[src/rtl/unidade_controle_pkg.sv]
// ---------------------------------------------------------------------------
// unidade_controle_pkg
//   Shared definitions for the memory-game control unit (unidade_controle_exp7):
//   the 5-bit state codes, the width of the db_estado debug port, the bundle
//   of datapath control outputs and the state -> outputs decoder.
// ---------------------------------------------------------------------------
package unidade_controle_pkg;

  localparam int DB_ESTADO_W = 5;

  typedef enum logic [DB_ESTADO_W-1:0] {
    INICIAL             = 5'd0,
    PREPARACAO          = 5'd1,
    MOSTRA_PRIMEIRA     = 5'd2,
    INICIO_RODADA       = 5'd3,
    ESPERA_JOGADA       = 5'd4,
    REGISTRA            = 5'd5,
    COMPARACAO          = 5'd6,
    PROXIMO_ENDERECO    = 5'd7,
    ULTIMA_RODADA       = 5'd8,
    INCREMENTA_ENDERECO = 5'd9,
    ESPERA_ESCRITA      = 5'd10,
    REGISTRA_ESCRITA    = 5'd11,
    ESCREVE             = 5'd12,
    PROXIMA_RODADA      = 5'd13,
    FIM_ACERTOU         = 5'd14,
    FIM_ERROU           = 5'd15,
    FIM_TIMEOUT         = 5'd16
  } estado_t;

  // All control outputs of the FSM, registered together with the state.
  typedef struct packed {
    logic zeraE;
    logic contaE;
    logic zeraRod;
    logic contaRod;
    logic zeraT;
    logic contaT;
    logic zeraP;
    logic contaP;
    logic zeraR;
    logic registraR;
    logic we;
    logic sinal_led;
    logic pronto;
    logic ganhou;
    logic perdeu;
    logic timeout;
  } ctrl_t;

  // Moore output decode: what the datapath sees while sitting in state st.
  function automatic ctrl_t decodifica_saidas(input estado_t st);
    ctrl_t c;
    c = '0;
    case (st)
      PREPARACAO: begin
        c.zeraE   = 1'b1;
        c.zeraRod = 1'b1;
        c.zeraR   = 1'b1;
        c.zeraT   = 1'b1;
        c.zeraP   = 1'b1;
      end
      MOSTRA_PRIMEIRA: begin
        c.sinal_led = 1'b1;
        c.contaP    = 1'b1;
      end
      INICIO_RODADA: begin
        c.zeraE = 1'b1;
        c.zeraT = 1'b1;
      end
      ESPERA_JOGADA:       c.contaT = 1'b1;
      REGISTRA: begin
        c.registraR = 1'b1;
        c.zeraT     = 1'b1;
      end
      PROXIMO_ENDERECO:    c.contaE = 1'b1;
      INCREMENTA_ENDERECO: begin
        c.contaE = 1'b1;
        c.zeraT  = 1'b1;
      end
      ESPERA_ESCRITA:      c.contaT    = 1'b1;
      REGISTRA_ESCRITA:    c.registraR = 1'b1;
      ESCREVE:             c.we        = 1'b1;
      PROXIMA_RODADA:      c.contaRod  = 1'b1;
      FIM_ACERTOU: begin
        c.pronto = 1'b1;
        c.ganhou = 1'b1;
      end
      FIM_ERROU: begin
        c.pronto = 1'b1;
        c.perdeu = 1'b1;
      end
      FIM_TIMEOUT: begin
        c.pronto  = 1'b1;
        c.timeout = 1'b1;
      end
      default: c = '0;
    endcase
    return c;
  endfunction

endpackage

[src/rtl/unidade_controle_exp7.sv]
// ---------------------------------------------------------------------------
// unidade_controle_exp7
//   Moore FSM sequencing fluxo_dados_exp6 for the challenge memory game:
//   shows the first stored item, lets the player repeat the sequence each
//   round, appends one new item per round and ends on win, error or timeout.
//
// Parameters
//   TIMEOUT_EN : 1 = fimT ends the game (fim_timeout), 0 = fimT ignored
//
// Ports
//   clock, reset (sync, active-low)       clocking / reset
//   iniciar                               start / restart request (level)
//   fimRod, fimT, fimP, igual,
//   enderecoIgualRodada, jogada_feita     datapath status flags
//   zeraE..registraR, we, sinal_led       datapath controls
//   pronto, ganhou, perdeu, timeout       game outcome
//   db_estado                             current state code
//
// Outputs are decoded from the next state and registered alongside it, so
// they are glitch-free yet still a pure function of the current state.
// ---------------------------------------------------------------------------
module unidade_controle_exp7
  import unidade_controle_pkg::*;
#(
  parameter bit TIMEOUT_EN = 1'b1
) (
  input  logic                   clock,
  input  logic                   reset,
  input  logic                   iniciar,
  input  logic                   fimRod,
  input  logic                   fimT,
  input  logic                   fimP,
  input  logic                   igual,
  input  logic                   enderecoIgualRodada,
  input  logic                   jogada_feita,
  output logic                   zeraE,
  output logic                   contaE,
  output logic                   zeraRod,
  output logic                   contaRod,
  output logic                   zeraT,
  output logic                   contaT,
  output logic                   zeraP,
  output logic                   contaP,
  output logic                   zeraR,
  output logic                   registraR,
  output logic                   we,
  output logic                   sinal_led,
  output logic                   pronto,
  output logic                   ganhou,
  output logic                   perdeu,
  output logic                   timeout,
  output logic [DB_ESTADO_W-1:0] db_estado
);

  estado_t estado_q, estado_d;
  ctrl_t   saida_q, saida_d;

  always_comb begin
    estado_d = estado_q;
    case (estado_q)
      INICIAL:             if (iniciar) estado_d = PREPARACAO;
      PREPARACAO:          estado_d = MOSTRA_PRIMEIRA;
      MOSTRA_PRIMEIRA:     if (fimP) estado_d = INICIO_RODADA;
      INICIO_RODADA:       estado_d = ESPERA_JOGADA;
      // A play arriving on the same cycle as the timeout still counts.
      ESPERA_JOGADA: begin
        if (jogada_feita)             estado_d = REGISTRA;
        else if (fimT && TIMEOUT_EN)  estado_d = FIM_TIMEOUT;
      end
      REGISTRA:            estado_d = COMPARACAO;
      COMPARACAO: begin
        if (!igual)                   estado_d = FIM_ERROU;
        else if (enderecoIgualRodada) estado_d = ULTIMA_RODADA;
        else                          estado_d = PROXIMO_ENDERECO;
      end
      PROXIMO_ENDERECO:    estado_d = ESPERA_JOGADA;
      ULTIMA_RODADA:       estado_d = fimRod ? FIM_ACERTOU : INCREMENTA_ENDERECO;
      INCREMENTA_ENDERECO: estado_d = ESPERA_ESCRITA;
      ESPERA_ESCRITA: begin
        if (jogada_feita)             estado_d = REGISTRA_ESCRITA;
        else if (fimT && TIMEOUT_EN)  estado_d = FIM_TIMEOUT;
      end
      REGISTRA_ESCRITA:    estado_d = ESCREVE;
      ESCREVE:             estado_d = PROXIMA_RODADA;
      PROXIMA_RODADA:      estado_d = INICIO_RODADA;
      FIM_ACERTOU,
      FIM_ERROU,
      FIM_TIMEOUT:         if (iniciar) estado_d = PREPARACAO;
      // Unreachable codes recover to idle.
      default:             estado_d = INICIAL;
    endcase
  end

  always_comb begin
    saida_d = decodifica_saidas(estado_d);
  end

  always_ff @(posedge clock) begin
    if (!reset) begin
      estado_q <= INICIAL;
      saida_q  <= '0;
    end else begin
      estado_q <= estado_d;
      saida_q  <= saida_d;
    end
  end

  assign zeraE     = saida_q.zeraE;
  assign contaE    = saida_q.contaE;
  assign zeraRod   = saida_q.zeraRod;
  assign contaRod  = saida_q.contaRod;
  assign zeraT     = saida_q.zeraT;
  assign contaT    = saida_q.contaT;
  assign zeraP     = saida_q.zeraP;
  assign contaP    = saida_q.contaP;
  assign zeraR     = saida_q.zeraR;
  assign registraR = saida_q.registraR;
  assign we        = saida_q.we;
  assign sinal_led = saida_q.sinal_led;
  assign pronto    = saida_q.pronto;
  assign ganhou    = saida_q.ganhou;
  assign perdeu    = saida_q.perdeu;
  assign timeout   = saida_q.timeout;
  assign db_estado = estado_q;

endmodule

[config.mk]
export PLATFORM = sky130hd
export DESIGN_NAME = unidade_controle_exp7
export DESIGN_NICKNAME = d
export VERILOG_FILES = /design/src/rtl/unidade_controle_pkg.sv /design/src/rtl/unidade_controle_exp7.sv
export SDC_FILE = /design/constraint.sdc
export NUM_CORES = 1
export LEC_CHECK = 0
export BUFFER_PORTS_ARGS = -buffer_cell sky130_fd_sc_hd__buf_4
export CAP_MARGIN = 10
export CORE_MARGIN = 2
export CORE_UTILIZATION = 45
export CTS_CLUSTER_DIAMETER = 200
export DETAILED_ROUTE_END_ITERATION = 10
export PLACE_DENSITY = 0.8
export SLEW_MARGIN = 10
export SYNTH_ARGS = -nofsm -noshare
export SYNTH_HDL_FRONTEND = slang
export SYNTH_SLANG_ARGS = --single-unit
[constraint.sdc]
create_clock -name clock -period 1.5 [get_ports clock]
set_input_delay 0.375 -clock clock [delete_from_list [all_inputs] [get_ports clock]]
set_output_delay 0.375 -clock clock [all_outputs]
set_load 0.01 [all_outputs]
Word level (Yosys, flattened, before mapping) --
Cells that the tools add are included.
Storage, ports and cells: register bits after elaboration 18, output and inout port bits 21, word-level logic and storage cells 75
Operators by class: eq/ne operators 30, mux-type cells 22, reduce and logical (&&, ||, !) cells 9
Operators with widths (number):
- 5-bit by 4-bit == test with 1-bit output (second input constant) | 15
- 5-bit one-hot mux with 13 select lines | 1
- 5-bit by 3-bit == test with 1-bit output (second input constant) | 7
- 5-bit two-way mux | 5
- 5-bit by 2-bit == test with 1-bit output (second input constant) | 4
- 1-bit two-way mux | 13
- 5-bit by 1-bit == test with 1-bit output (second input constant) | 2
- 5-bit == test (second input constant) | 2
- 2-bit OR reduction | 5
- 4-bit two-way mux | 2
- 4-bit OR reduction | 2
- 5-bit logical NOT | 1
- 3-bit two-way mux | 1
- 3-bit OR reduction | 1

Logic depth before layout (Yosys ltp) --
depth in word-level cells 6, gate-level depth with buffers 8

Least setup slack after synthesis --
Ideal clock, no wire load.
path kind register -> register, start point register estado_q[3], in the netlist db_estado[3], end point register saida_q, in the netlist sinal_led, setup time 0.088 ns, arrival 1.542 ns, path slack -0.130 ns, cell stages (with the launch flop) 8, period minus slack after synthesis 1.630 ns, path through dfxtp_1 -> buf_6 -> or3b_1 -> a21oi_2 -> a21oi_2 -> o211ai_4 -> inv_2 -> nor4_2
Between the ends: word-level cells in the longest chain between the ends 5
RTL lines:
- from (decl) | RTL line unidade_controle_exp7.sv:55 | estado_t estado_q, estado_d;
- from (signal assigned) | RTL line unidade_controle_exp7.sv:103 | estado_q <= estado_d;
- 5-bit by 4-bit == test with 1-bit output, or another cell as far along | RTL line unidade_controle_exp7.sv:60 | case (estado_q)
- 4-bit OR reduction (no line), or another cell as far along
- 5-bit one-hot mux with 13 select lines (*) | RTL line unidade_controle_exp7.sv:60
- 5-bit by 2-bit == test with 1-bit output (*) | RTL line unidade_controle_pkg.sv:55 | case (st)
- 1-bit two-way mux (*) | RTL line unidade_controle_pkg.sv:55
- to (signal assigned) | RTL line unidade_controle_exp7.sv:104 | saida_q <= saida_d;
- to (decl) | RTL line unidade_controle_exp7.sv:56 | ctrl_t saida_q, saida_d;
Every way passes the cells marked *; elsewhere a longest branch is shown, timed or not. A chain may end at the register's enable or synchronous reset.

Worst setup path after layout --
start point register estado_q[2], in the netlist db_estado[2], end point register saida_q, in the netlist sinal_led
The elaborated chain is that of the path after synthesis.

==> metrics.md <==
| Metric | Value |
|---|---|
| Clk slew on worst S/H paths | `0.11 ns` |
| ANT cells | `0` |
| RSZ-0062 raised after global routing | `yes` |
| Die height | `52.1 um` |
| PD cells | `1970 nW/um^2` |
| Register area | `375 um^2` |
| Top FF cell, synth | `dfxtp_1` |
| CTS Buf Count | `3` |
| Cell chain of the critical path | `buf_6, buf_4, nand2_1, a2bb2oi_2, nor2_2, nor3_4, nand4_1, nor4_2` |
| Leakage | `0.751 nW` |
| Post-synth EDFFs | `0` |
| Tmin final | `1.70 ns` |
| Pre-CTS setup slack | `-0.238 ns` |
| Count of input and output buffers | `29` |
| Register area share after synthesis | `34.7%` |
| Min Hold Slack | `0.358 ns` |
| Clock Sinks | `18` |
| Routability cong. | `0.845` |
| Post-synth ARST share | `0%` |
| Most common cell after layout, fill and taps aside | `buf_4` |
| Reported max-cap violation count | `0` |
| GRT overflow | `0` |
| Crit path arrival time | `1.92 ns` |
| Die area | `2710 um^2` |
| Final net count | `182` |
| First-pass GRT wire length | `4.77 mm` |
| Least-Margin Pin Slew | `0.344 ns` |
| Required time worst endpoint | `1.72 ns` |
| Vias in the first global route | `1047` |
| Max H-tree Level | `1` |
| Mapped Area | `1040 um^2` |
| Total power | `3.26 mW` |
| Slowest-stage cell, CP | `dfxtp_4` |
| Layout cell share with drive strength beyond 1 | `59.3%` |
| Hold Crit Start | `reset` |
| Die X-Extent | `52.1 um` |
| Post-DP HPWL | `2.11 mm` |
| 1st-pass router iterations | `5` |
| Top cell family by delay on the critical path | `simple AND/OR/NAND/NOR gates` |
| Highest Clock Rate | `0.588 GHz` |
| Global Route Usage Sum | `24.3%` |
| Fin crit share | `113%` |
| Routed WL per cell | `16.4 um` |
| Fin. max-slew vios | `0` |
| Final core occ | `75.4%` |
| Yosys warnings | `0` |
| CTS tree | `done` |
| WP depth | `8` |
| Endpoints failing setup | `12` |
| Hold Crit Class | `in2reg` |
| Latest clock arrival within the worst-skew pair | `0.30 ns` |
| Final worst slack | `-0.201 ns` |
| Final WL | `3.28 mm` |
| Root buffer cell | `clkbuf_4` |
| Worst reg2reg path depth | `8` |
| Post-route cell area | `1650 um^2` |
| Initial antenna violation count | `0` |
| DRC | `0` |
| Commonest non-fill, non-tap cells in the layout | `buf_4, dfxtp_1, nor2_1` |
| CP Launch Type | `flop` |
| Fill cell count | `149` |
| Buffers and inverters on the worst path | `2` |
| Crit Path Category | `reg2reg` |
| Synth Net Count | `119` |
| Hold path endpoint | `zeraT` |
| Flop2flop setup slack | `-0.20 ns` |
| Clk_skew | `0.00476 ns` |
| Syn Area/Cell | `9.45 um^2` |
| Syn Inst Count | `110` |
| Placed cell area | `1470 um^2` |
| Drt initial violations | `29` |
| Worst setup EP type | `flop` |
| Synth unique cells | `48` |
| # IOs | `30` |
| Critical R2R Launch | `db_estado[2]` |
| Rows | `17` |
| Maximum vdd drop | `1380 uV` |
| Bufs on Longest Clock Path | `2` |
| Critical R2R Capture | `sinal_led` |
| Avg Vias per Cell | `5.58` |
| Placeable Area | `2190 um^2` |
| Max-slew headroom | `77.1%` |
| Worst Hold Path Cells | `2` |
| Starting Density | `47.5%` |
| Max incr delay on CP | `0.38 ns` |
| Layout area overhead | `59.0%` |
| Violated checks | `setup timing` |
| Status | `finished with violations` |
| Total number of vias | `1116` |
| Multi-input gate area | `676 um^2` |
| Critical path fanouts, max | `10` |
| Antenna viol nets, final | `0` |
| Yosys reg bits | `18` |
| Final hold viol count | `0` |
| Largest net degree at the start of global routing | `11` |
## logic make-up (layout without fill, tap and decap cells)
logic type / after synthesis / in the layout / share of synthesized area (%)
compound gates: 24 / 24 / 18.8
buf+inv: 12 / 74 / 8.42
flops: 18 / 18 / 34.7
mux: 1 / 1 / 0.963
simple gates: 55 / 55 / 37.2
## routing by layer
metal	vias up	GRT usage, %	wire length (um)	share of wire, %
met5	-	0	0	0
met4	0	9.21	90	2.7
met3	14	5.17	169	5.1
met2	43	42.4	1720	52
met1	536	28.8	1310	40
li1	523	-	-	-
## state kept, by name, indices dropped and copies added, names as in the netlist
register / cells
we: 1
perdeu: 1
db_estado: 5
ganhou: 1
zeraR: 1
contaT: 1
contaRod: 1
sinal_led: 1
pronto: 1
zeraT: 1
zeraE: 1
registraR: 1
timeout: 1
contaE: 1
## through the flow
stage | setup TNS, ns | cells
after floorplan | -0.450 | 110
after global placement | -1.41 | 190
after detailed placement | -2.07 | 190
after CTS | -1.70 | 199
after global routing | -2.92 | 200
final | -1.60 | 200
## synth_stat cells (2+ instances only)
cell type / n / area [um^2]
o21ai_1: 3 / 15.0
a31oi_1: 3 / 18.8
nand3_1: 3 / 15.0
and3_1: 2 / 12.5
nor4_2: 3 / 37.5
nor2b_1: 4 / 25.0
dfxtp_1: 18 / 360
or3b_1: 2 / 17.5
buf_4: 3 / 22.5
a21oi_1: 3 / 15.0
nor3_1: 4 / 20.0
and2_1: 2 / 12.5
nor2_1: 8 / 30.0
nand4_1: 2 / 12.5
nand3b_1: 3 / 22.5
a22oi_1: 2 / 15.0
buf_6: 4 / 45.0
inv_1: 3 / 11.3
a21oi_2: 3 / 26.3
nand2b_1: 4 / 25.0
nand2_1: 4 / 15.0
## power breakdown
group | switching [mW] | internal (mW)
Clock | 0.158 | 0.148
Sequential | 0.0965 | 0.605
Combinational | 1.06 | 1.19
Total | 1.31 | 1.95
## worst max path at each step
stage | from | end | slack (ns)
2_1_floorplan | db_estado[3] | sinal_led | -0.09
3_3_place_gp | db_estado[0] | contaT | -0.18
3_5_place_dp | db_estado[0] | contaT | -0.24
4_1_cts | db_estado[1] | contaE | -0.20
5_1_grt | db_estado[2] | sinal_led | -0.34
6_report | db_estado[2] | sinal_led | -0.20
## area by class of cell
class / count / share of cell area, %
multi-input combinational: 80 / 40.9
timing repair buffer: 66 / 31.2
sequential: 18 / 22.7
clock buffer: 4 / 2.20
tap: 28 / 2.12
inverter: 4 / 0.908
## worst reg2reg max path: cells and delay by family (launching register included)
kind                   cells  cell delay, ns
flip-flops                 1            0.38
buffers and inverters      2            0.29
AO/OA/AOI/OAI              1            0.16
AND/OR/NAND/NOR            5            0.80
## timing repair
action	CTS	global route
pin swaps	5	5
hold buffers	0	0
endpoints found under the setup margin	13	14
resized for setup	9	10
setup buffers	5	1
(Power assumes the default switching activity.)
